===== config.mk =====
export PLATFORM = sky130hd
export DESIGN_NAME = bnn_weight_streamer
export DESIGN_NICKNAME = d
export VERILOG_FILES = /design/src/rtl/bnn_weight_streamer.sv
export SDC_FILE = /design/constraint.sdc
export NUM_CORES = 1
export LEC_CHECK = 0
export BUFFER_PORTS_ARGS = -buffer_cell sky130_fd_sc_hd__buf_2
export CORE_UTILIZATION = 35
export DETAILED_ROUTE_END_ITERATION = 8
export PLACE_DENSITY = 0.57
export SLEW_MARGIN = 5
export SYNTH_ARGS = -nofsm -noshare
export SYNTH_HDL_FRONTEND = slang
export SYNTH_SLANG_ARGS = --single-unit

===== constraint.sdc =====
create_clock -name clk -period 2.55 [get_ports clk]
set_clock_uncertainty 0.1 [all_clocks]
set_input_delay 0.1275 -clock clk [delete_from_list [all_inputs] [get_ports clk]]
set_output_delay 0.1275 -clock clk [all_outputs]
set_load 0.05 [all_outputs]

===== src/rtl/bnn_weight_streamer.sv =====
// bnn_weight_streamer: streams buffered 8-bit neuron weights into the BNN load port as low/high nibble pairs
//  clk, reset                 rising-edge clock, asynchronous active-high reset
//  start, abort               session open / early-close pulses
//  w_data, w_valid, w_ready   byte input stream (valid/ready)
//  load_en, load_nibble       registered BNN weight-load outputs
//  neuron_idx                 neurons fully sent this session
//  busy, done                 session active / one-cycle completion pulse
//  checksum                   XOR of sent bytes when WSTREAM_CHECKSUM_EN is defined, else 8'h00
module bnn_weight_streamer #(
  parameter int NUM_NEURONS = 16,
  parameter int FIFO_DEPTH  = 4,
  parameter int IDX_W       = 5
) (
  input  logic             clk,
  input  logic             reset,
  input  logic             start,
  input  logic             abort,
  input  logic [7:0]       w_data,
  input  logic             w_valid,
  output logic             w_ready,
  output logic             load_en,
  output logic [3:0]       load_nibble,
  output logic [IDX_W-1:0] neuron_idx,
  output logic             busy,
  output logic             done,
  output logic [7:0]       checksum
);
  typedef enum logic [1:0] {IDLE, LO, HI, DONE} state_t;
  localparam int AW = $clog2(FIFO_DEPTH);
  localparam logic [IDX_W-1:0] LAST = IDX_W'(NUM_NEURONS);
  state_t state;
  logic [7:0] mem [FIFO_DEPTH];
  logic [AW:0] wr_ptr, rd_ptr;
  logic [IDX_W-1:0] acc_cnt;
  logic full, empty, push;
  logic [7:0] head;
  // pointers carry one extra wrap bit so full and empty are distinguishable
  assign full = (wr_ptr ^ rd_ptr) == {1'b1, {AW{1'b0}}};
  assign empty = wr_ptr == rd_ptr;
  assign head = mem[rd_ptr[AW-1:0]];
  assign busy = state == LO || state == HI;
  assign done = state == DONE;
  assign w_ready = busy && !full && acc_cnt < LAST;
  assign push = w_valid && w_ready;
  always_ff @(posedge clk)
    if (push) mem[wr_ptr[AW-1:0]] <= w_data;
  always_ff @(posedge clk or posedge reset) begin
    if (reset) begin
      state       <= IDLE;
      wr_ptr      <= '0;
      rd_ptr      <= '0;
      acc_cnt     <= '0;
      neuron_idx  <= '0;
      load_en     <= 1'b0;
      load_nibble <= 4'h0;
    end else begin
      if (push) begin
        wr_ptr  <= wr_ptr + 1'b1;
        acc_cnt <= acc_cnt + 1'b1;
      end
      case (state)
        IDLE: if (start && !abort) begin
          state      <= LO;
          neuron_idx <= '0;
          acc_cnt    <= '0;
        end
        // a byte is only started when it is already buffered, so its high nibble always follows next cycle
        LO: if (abort) begin
          state   <= DONE;
          load_en <= 1'b0;
        end else if (!empty) begin
          state       <= HI;
          load_en     <= 1'b1;
          load_nibble <= head[3:0];
        end else load_en <= 1'b0;
        // an abort seen here still lets the high nibble go out before closing
        HI: begin
          load_en     <= 1'b1;
          load_nibble <= head[7:4];
          rd_ptr      <= rd_ptr + 1'b1;
          neuron_idx  <= neuron_idx + 1'b1;
          state       <= (neuron_idx + 1'b1 == LAST || abort) ? DONE : LO;
        end
        // leftover bytes from an aborted session are dropped here
        DONE: begin
          state       <= IDLE;
          load_en     <= 1'b0;
          load_nibble <= 4'h0;
          wr_ptr      <= '0;
          rd_ptr      <= '0;
        end
      endcase
    end
  end
`ifdef WSTREAM_CHECKSUM_EN
  always_ff @(posedge clk or posedge reset)
    if (reset) checksum <= 8'h00;
    else if (state == IDLE && start && !abort) checksum <= 8'h00;
    else if (state == HI) checksum <= checksum ^ head;
`else
  assign checksum = 8'h00;
`endif
endmodule


* Word level (Yosys, flattened, before mapping)
Memory sizes are Yosys's and may differ from the RTL's.
Cells that the tools add are included.
** Storage, ports and cells
- Bits in registers :: 23
- Output and inout bits :: 21
- Bits of input ports :: 13
- Word-level logic and storage cells :: 61
- Memories kept :: 1
- Memory bits (writable) :: 32
** Cells by class
- Mux-type cells :: 21
- Add/subtract/negate cells :: 4
- Bitwise logic cells :: 1
- $lt $le $gt $ge :: 1
- Reductions and logical operators :: 16
- Eq/ne operators :: 10
** Memory list
- mem :: words 4, width 8, read ports 1, clocked after Yosys merged registers in 0, wr ports 1, RTL line 32 : logic [7:0] mem [FIFO_DEPTH];
** Operators by type and width (count)
- 2-to-1 mux 5 bit :: 4
- one-hot mux 4 bit (3 select lines) :: 1
- adder 5 x 1 -> 5 bit, second input constant :: 2
- one-hot mux 5 bit (2 select lines) :: 1
- 2-to-1 mux 2 bit :: 4
- 2-to-1 mux 4 bit :: 2
- one-hot mux 2 bit (4 select lines) :: 1
- adder 3 x 1 -> 3 bit, second input constant :: 2
- 2-to-1 mux 3 bit :: 2
- inequality test 2 bit, second input constant :: 3
- one-hot mux 3 bit (2 select lines) :: 1
- nonzero test 2 bit :: 3
- equality test 5 bit, second input constant :: 1
- less-than comparator 5 bit, second input constant :: 1
- equality test 2 bit, second input constant :: 2
- logical AND 1 bit :: 4
- 2-to-1 mux 1 bit :: 4
- AND reduction 2 bit :: 2
- equality test 3 bit :: 1
- equality test 3 bit, second input constant :: 1
- inequality test 3 bit, second input constant :: 1
- one-hot mux 1 bit (3 select lines) :: 1
- AND reduction 3 bit :: 1
- nonzero test 3 bit :: 1
- other kinds (5) :: 7

* Logic depth before layout (Yosys ltp)
Gate-level depths: netlist of run 1.
- Depth in word-level cells :: 9
- Gate-level depth with buffers :: 7

* Least setup slack after synthesis of run 1
Ideal clock, no wire load.
- Kind :: register -> output
- From :: reg state[0]
- To :: out w_ready
- Data arrival time :: 2.390 ns
- Slack :: -0.067 ns
- Required time :: 2.322 ns
- Cell stages (with the launch flop) :: 5
- Path through :: dfrtp_1 inv_1 ha_1 inv_1 a311oi_1
** On the way
- Cells in the longest elaborated chain, start to end :: 4
- Elaborated cells on any way between the ends :: 5
- Those cells by class :: eq/ne: 2; reduce/logical: 3
** Ends and longest elaborated chain
- from (decl) :: RTL line 31 : state_t state;
- from (signal assigned) :: RTL line 82 : state <= (neuron_idx + 1'b1 == LAST || abort) ? DONE : LO;
- equality test 2 x 1 -> 1 bit / equality test 2 bit (equally long branches) :: RTL line 41 : assign busy = state == LO || state == HI;
- logical OR 1 bit (*) :: RTL line 41
- named net busy :: RTL line 24 : output logic busy,
- logical AND 1 bit (*) (2 in a row) :: RTL line 43 : assign w_ready = busy && !full && acc_cnt < LAST;
- to (decl) :: RTL line 20 : output logic w_ready,
Mark *: on every way through the listed nets, which the timed path passes. The rest lies on a longest branch.

* Final worst setup path of run 1
- From :: reg state[0]
- To :: mem mem[1][6] (enable)
** On the way
- Cells in the longest elaborated chain, start to end :: 7
- Elaborated cells on any way between the ends :: 8
- Those cells by class :: eq/ne: 2; mux: 2; reduce/logical: 4
** Ends and longest elaborated chain
- equality test 2 x 1 -> 1 bit / equality test 2 bit (equally long branches) :: RTL line 41
- logical OR 1 bit (*) :: RTL line 41
- logical AND 1 bit (*) (2 in a row) :: RTL line 43
- logical AND 1 bit (*) :: RTL line 44 : assign push = w_valid && w_ready;
- 2-to-1 mux 1 bit (*) :: RTL line 46 : if (push) mem[wr_ptr[AW-1:0]] <= w_data;
- 2-to-1 mux 1 bit (not written as such) (*) :: RTL line 46
- to (decl) :: RTL line 32
Every way passes the cells marked *; elsewhere a longest branch is shown, timed or not.

==> results.json, run 1 <==
{
  "fin_crit_ns": 2.17,
  "power_density_nw_per_um2": 1230,
  "slew-limit-headroom": 0.379,
  "instances_no_fill": 346,
  "start_util": 0.368,
  "critical_path_buf_inv_count": 1,
  "yosysSeqAreaShare": 0.566,
  "synth_edf_count": 32,
  "synth_area_um2": 2720,
  "regArea_um2": 1540,
  "utilization": 0.424,
  "postSynthCellCount": 208,
  "grt_use_total": 0.131,
  "remaining_drc_errors": 0,
  "row_count": 31,
  "leakage_nw": 1.25,
  "yosysUniqueCellTypes": 47,
  "diodes": 0,
  "max_cap_viol_count": 0,
  "synthTopCellsByArea": "edfxtp_1 (35%), dfrtp_1 (21%), ha_1 (5.5%)",
  "dieArea_um2": 8110,
  "fp.dieH_um": 90.1,
  "grt_first_pass_wirelength_mm": 8.29,
  "grt_max_degree": 24,
  "path_max_fanout": 8,
  "grt_pass1_vias": 1591,
  "drive_gt1_frac": 0.231,
  "p_switching_w": 0.00171,
  "wl_met1_mm": 2.44,
  "irDropWorstVdd_mv": 0.499,
  "cpMaxStageDelayCell": "dfrtp_1",
  "path_class": "reg -> reg",
  "drt_iter0_drc": 105,
  "syn2layout_area_growth_pct": 15.2,
  "cp.required_ns": 2.42,
  "gp_congestion": 0.771,
  "rsz0062_at_grt": "false",
  "cp-end-kind": "flop",
  "cts_tree": "done",
  "cts_root_buf": "clkbuf_8",
  "vias_per_cell": 4.85,
  "min_path_type": "in -> reg",
  "ys.flop_type": "edfxtp_1",
  "report.final.setup_viol": 0,
  "worstSkewPairLatency_ns": 0.31,
  "vias": 1679,
  "status": "completed",
  "final_cell_area_um2": 3130,
  "numCtsBuffers": 5,
  "mostFrequentLayoutCells": "edfxtp_1 (32), buf_2 (25), dfrtp_1 (23)",
  "antenna_found_initial": 0,
  "postRouteAntennaNets": 0,
  "comb_power_share": 0.500,
  "worst_setup_path_start_kind": "flop",
  "post-dp-hpwl_mm": 3.47,
  "design_power_total_w": 0.00384,
  "yosysTopAreaCellShare": 0.354,
  "clockPowerShare": 0.137,
  "fp.coreArea_um2": 7370,
  "clockBufferDepth": 2,
  "worst_path_largest_cell_delay_ns": 0.47,
  "finalWirelength_mm": 4.88,
  "tns_ns": 0,
  "intPower_w": 0.00213,
  "crit_arrival_ns": 2.04,
  "globalRouteOverflowTotal": 0,
  "cp_cell_sequence": "inv_1, ha_1, nand3b_1, a31oi_1, and2_1",
  "dp.cells": 329,
  "syn_avg_cell_area_um2": 13.1,
  "async_flop_share": 0.418,
  "num-nets-final": 271,
  "tightestPinTransition_ns": 0.930,
  "io_buffers": 25,
  "fill_cells": 712,
  "maxSlewViolCount": 0,
  "mostFrequentLayoutCell": "edfxtp_1",
  "wl_met2_mm": 2.21,
  "fin_crit_sh": 0.850,
  "max_freq_mhz": 462,
  "place_area_um2": 2930,
  "synth_top_area_cell": "edfxtp_1",
  "drtPass1Iterations": 4,
  "cts.sinks": 55,
  "critPathTopFamily": "simple AND/OR/NAND/NOR gates",
  "seqPwrFrac": 0.363,
  "wl_per_cell_um": 14.1,
  "dr_wl_met3_um": 172,
  "die_w_um": 90.1,
  "swShare": 0.446,
  "pin_count": 34,
  "top_layer_used": "met4",
  "htree_levels": 2,
  "cts.clk_slew.worst_paths_ns": 0.11,
  "finalHoldViolCount": 0,
  "multi_input_area_um2": 1070,
  "ys_ff_latch": 55,
  "ys_warn_count": 0
}
## power by group through the flow
stage                     sequential, W  combinational, W  clock, W
after CTS                       0.00140           0.00194  0.000542
after floorplan                 0.00161           0.00134         0
after global placement          0.00141           0.00191         0
final                           0.00139           0.00192  0.000524
after global routing            0.00143           0.00210  0.000585
after detailed placement        0.00142           0.00192         0
## metrics by stage
stage | hold WS, ns | setup slack, ns
2_1_floorplan | 0.0294 | 0.198
3_3_place_gp | 0.249 | 0.414
3_5_place_dp | 0.254 | 0.382
4_1_cts | 0.0943 | 0.354
5_1_grt | 0.137 | 0.208
6_report | 0.102 | 0.383
## Yosys cell counts (5+ instances only)
master,n
edfxtp_1,32
dfrtp_1,23
nand2_1,13
ha_1,12
mux2i_1,12
nor2_1,12
buf_4,10
inv_1,8
a21oi_1,7
mux2_2,6
xnor2_1,6
a31oi_1,5
and2_1,5
o21ai_0,5
## state kept, by name, summed over array words and instances, names as in the netlist
register	count
load_en	1
state	2
neuron_idx	5
acc_cnt	5
mem	32
wr_ptr	3
rd_ptr	3
load_nibble	4
## logic make-up after synthesis
family	Yosys count	share of synthesized area
DFF	55	0.566
muxes	22	0.102
xor gates and xnor gates	10	0.0378
AOI/OAI and AO/OA	34	0.0922
adders and majority gates	12	0.0553
other	1	0.00138
buffers and inverters	24	0.0507
and+or+nand+nor	50	0.0945
## layout make-up
| cell class | count | share of cell area |
|---|---|---|
| sequential | 55 | 0.491 |
| clock buffer | 5 | 0.0220 |
| timing repair buffer | 40 | 0.0832 |
| multi-input combinational | 136 | 0.343 |
| clock inverter | 3 | 0.0108 |
| tap | 99 | 0.0396 |
| inverter | 8 | 0.00960 |
## worst reg2reg max path, cell delays in order, from the launching register on
cell and delay (ns):
dfrtp_1 0.47, inv_1 0.11, ha_1 0.32, nand3b_1 0.12, a31oi_1 0.27, and2_1 0.44
## final timing paths
check,slack (ns),cells after the start,endpoint,start
setup / recovery,0.38,5,mem[1][6]$_DFFE_PP_,state[0]$_DFFE_PP0P_
hold reg to reg,0.39,2,load_en$_DFFE_PP0P_,load_en$_DFFE_PP0P_
setup reg to reg,0.38,5,mem[1][6]$_DFFE_PP_,state[0]$_DFFE_PP0P_
hold / removal,0.10,3,state[0]$_DFFE_PP0P_,abort
max in group asynchronous,1.33,3,wr_ptr[1]$_DFFE_PP0P_,reset
min in group asynchronous,0.45,3,load_nibble[3]$_DFFE_PP0P_,reset
## metal layers
layer	GRT usage	vias to the layer above
met3	0.0330	6
met2	0.195	34
met1	0.186	815
met4	0.0403	0
li1	-	824
met5	0	-
## timing repair
action                                 4_1_cts  5_1_grt
buffers inserted                             0        0
hold buffers                                 9        0
endpoints found under the hold margin       55        0
gates resized for setup                      0        0
(Power assumes the default switching activity.)
==> run 2: changes to the inputs <==
- clock period: 2.55 -> 2.1 ns (I/O delays scaled with it)
==> results.json, run 2 (synthesized netlist as in run 1, its figures left out) <==
{
  "max_freq_mhz": 503,
  "cts.clk_slew.worst_paths_ns": 0.10,
  "mostFrequentLayoutCell": "edfxtp_1",
  "rsz0062_at_grt": "false",
  "finalWirelength_mm": 4.93,
  "p_switching_w": 0.00209,
  "path_class": "reg -> reg",
  "critical_path_buf_inv_count": 2,
  "whs_ns": 0.109,
  "globalRouteOverflowTotal": 0,
  "worst_setup_path_start_kind": "flop",
  "utilization": 0.435,
  "max_cap_viol_count": 0,
  "fp.dieH_um": 90.1,
  "num-nets-final": 279,
  "multi_input_area_um2": 1090,
  "postRouteAntennaNets": 0,
  "fill_cells": 702,
  "numCtsBuffers": 5,
  "grt_max_degree": 24,
  "mostFrequentLayoutCells": "edfxtp_1 (32), buf_2 (24), dfrtp_1 (23)",
  "drive_gt1_frac": 0.271,
  "cts_tree": "done",
  "gp_congestion": 0.771,
  "worstSkewPairLatency_ns": 0.31,
  "row_count": 31,
  "fp.coreArea_um2": 7370,
  "fin_crit_ns": 1.99,
  "pin_count": 34,
  "htree_levels": 2,
  "grt_first_pass_wirelength_mm": 8.47,
  "report.final.setup_viol": 0,
  "cp-end-kind": "flop",
  "tns_ns": 0,
  "design_power_total_w": 0.00482,
  "start_util": 0.368,
  "antenna_found_initial": 0,
  "syn2layout_area_growth_pct": 18.1,
  "cpMaxStageDelayCell": "dfrtp_1",
  "intPower_w": 0.00273,
  "diodes": 0,
  "fin_crit_sh": 0.947,
  "post-dp-hpwl_mm": 3.49,
  "clockBufferDepth": 2,
  "regArea_um2": 1540,
  "critPathTopFamily": "flip-flops",
  "largest_reg_flops": 32,
  "drt_iter0_drc": 64,
  "dieArea_um2": 8110,
  "remaining_drc_errors": 0,
  "cts_root_buf": "clkbuf_8",
  "seqPwrFrac": 0.347,
  "vias_per_cell": 4.72,
  "cts.sinks": 55,
  "status": "completed",
  "die_w_um": 90.1,
  "io_buffers": 25,
  "comb_power_share": 0.519,
  "crit_arrival_ns": 2.09,
  "swShare": 0.433,
  "grt_use_total": 0.133,
  "min_path_type": "in -> reg",
  "wl_per_cell_um": 13.9,
  "path_max_fanout": 6,
  "clockPowerShare": 0.134,
  "vias": 1671,
  "cp_cell_sequence": "inv_1, ha_4, nand3b_1, a31oi_1, buf_4, nand4_1, mux2_2",
  "maxSlewViolCount": 0,
  "drtPass1Iterations": 4,
  "cp.required_ns": 2.20,
  "grt_pass1_vias": 1679,
  "power_density_nw_per_um2": 1500,
  "leakage_nw": 1.29,
  "worst_path_largest_cell_delay_ns": 0.36,
  "finalHoldViolCount": 0,
  "irDropWorstVdd_mv": 0.605
}
## run 2: layout make-up
cell class | instances | area share
Timing Repair Buffer | 48 | 0.101
Inverter | 8 | 0.00937
Clock inverter | 2 | 0.00625
Tap cell | 99 | 0.0386
Clock buffer | 6 | 0.0258
Multi-Input combinational cell | 136 | 0.340
Sequential cell | 55 | 0.479
## run 2: what timing repair did
item                                    4_1_cts  5_1_grt
hold endpoints to repair                     55        0
buffers inserted                              0        0
hold buffers                                  9        0
resized for setup                             0        1
endpoints found under the setup margin        0        1
## run 2: metal layers
layer | track usage | up-vias | wire length [µm]
li1 | - | 834 | -
met1 | 0.185 | 801 | 2460
met2 | 0.207 | 29 | 2250
met3 | 0.0245 | 7 | 149
met4 | 0.0484 | 0 | 70
met5 | 0 | - | 0
## run 2: worst reg2reg max path, cell delays in order (launching register included)
cell	delay, ns
dfrtp_1	0.36
inv_1	0.10
ha_4	0.28
nand3b_1	0.11
a31oi_1	0.34
buf_4	0.22
nand4_1	0.11
mux2_2	0.27
## run 2: through the flow
step	cells	setup WS (ns)	instance area [µm²]
after detailed placement	337	0.104	3010
after global placement	337	0.156	3010
final	354	0.111	3210
after global routing	354	0.00477	3210
after floorplan	215	0.0199	2760
after CTS	354	0.0800	3200
## run 2: worst paths after layout
path                                            startpoint                         end  slack, ns  depth (start not counted)
min in group asynchronous                            reset  load_nibble[1]$_DFFE_PP0P_       0.27                          4
max in group asynchronous                            reset        state[0]$_DFFE_PP0P_       1.39                          4
worst max register to register        state[0]$_DFFE_PP0P_        acc_cnt[3]$_DFF_PP0_       0.11                          7
worst min-delay path                                 abort        state[0]$_DFFE_PP0P_       0.11                          3
worst min register to register  load_nibble[3]$_DFFE_PP0P_  load_nibble[3]$_DFFE_PP0P_       0.41                          1
worst max-delay path                  state[0]$_DFFE_PP0P_        acc_cnt[3]$_DFF_PP0_       0.11                          7
## run 2: power groups by stage
stage	clock (W)	combinational [W]	sequential [W]
after floorplan	0	0.00168	0.00196
after global placement	0	0.00248	0.00170
after detailed placement	0	0.00250	0.00171
after CTS	0.000666	0.00252	0.00168
after global routing	0.000706	0.00274	0.00172
final	0.000645	0.00250	0.00167
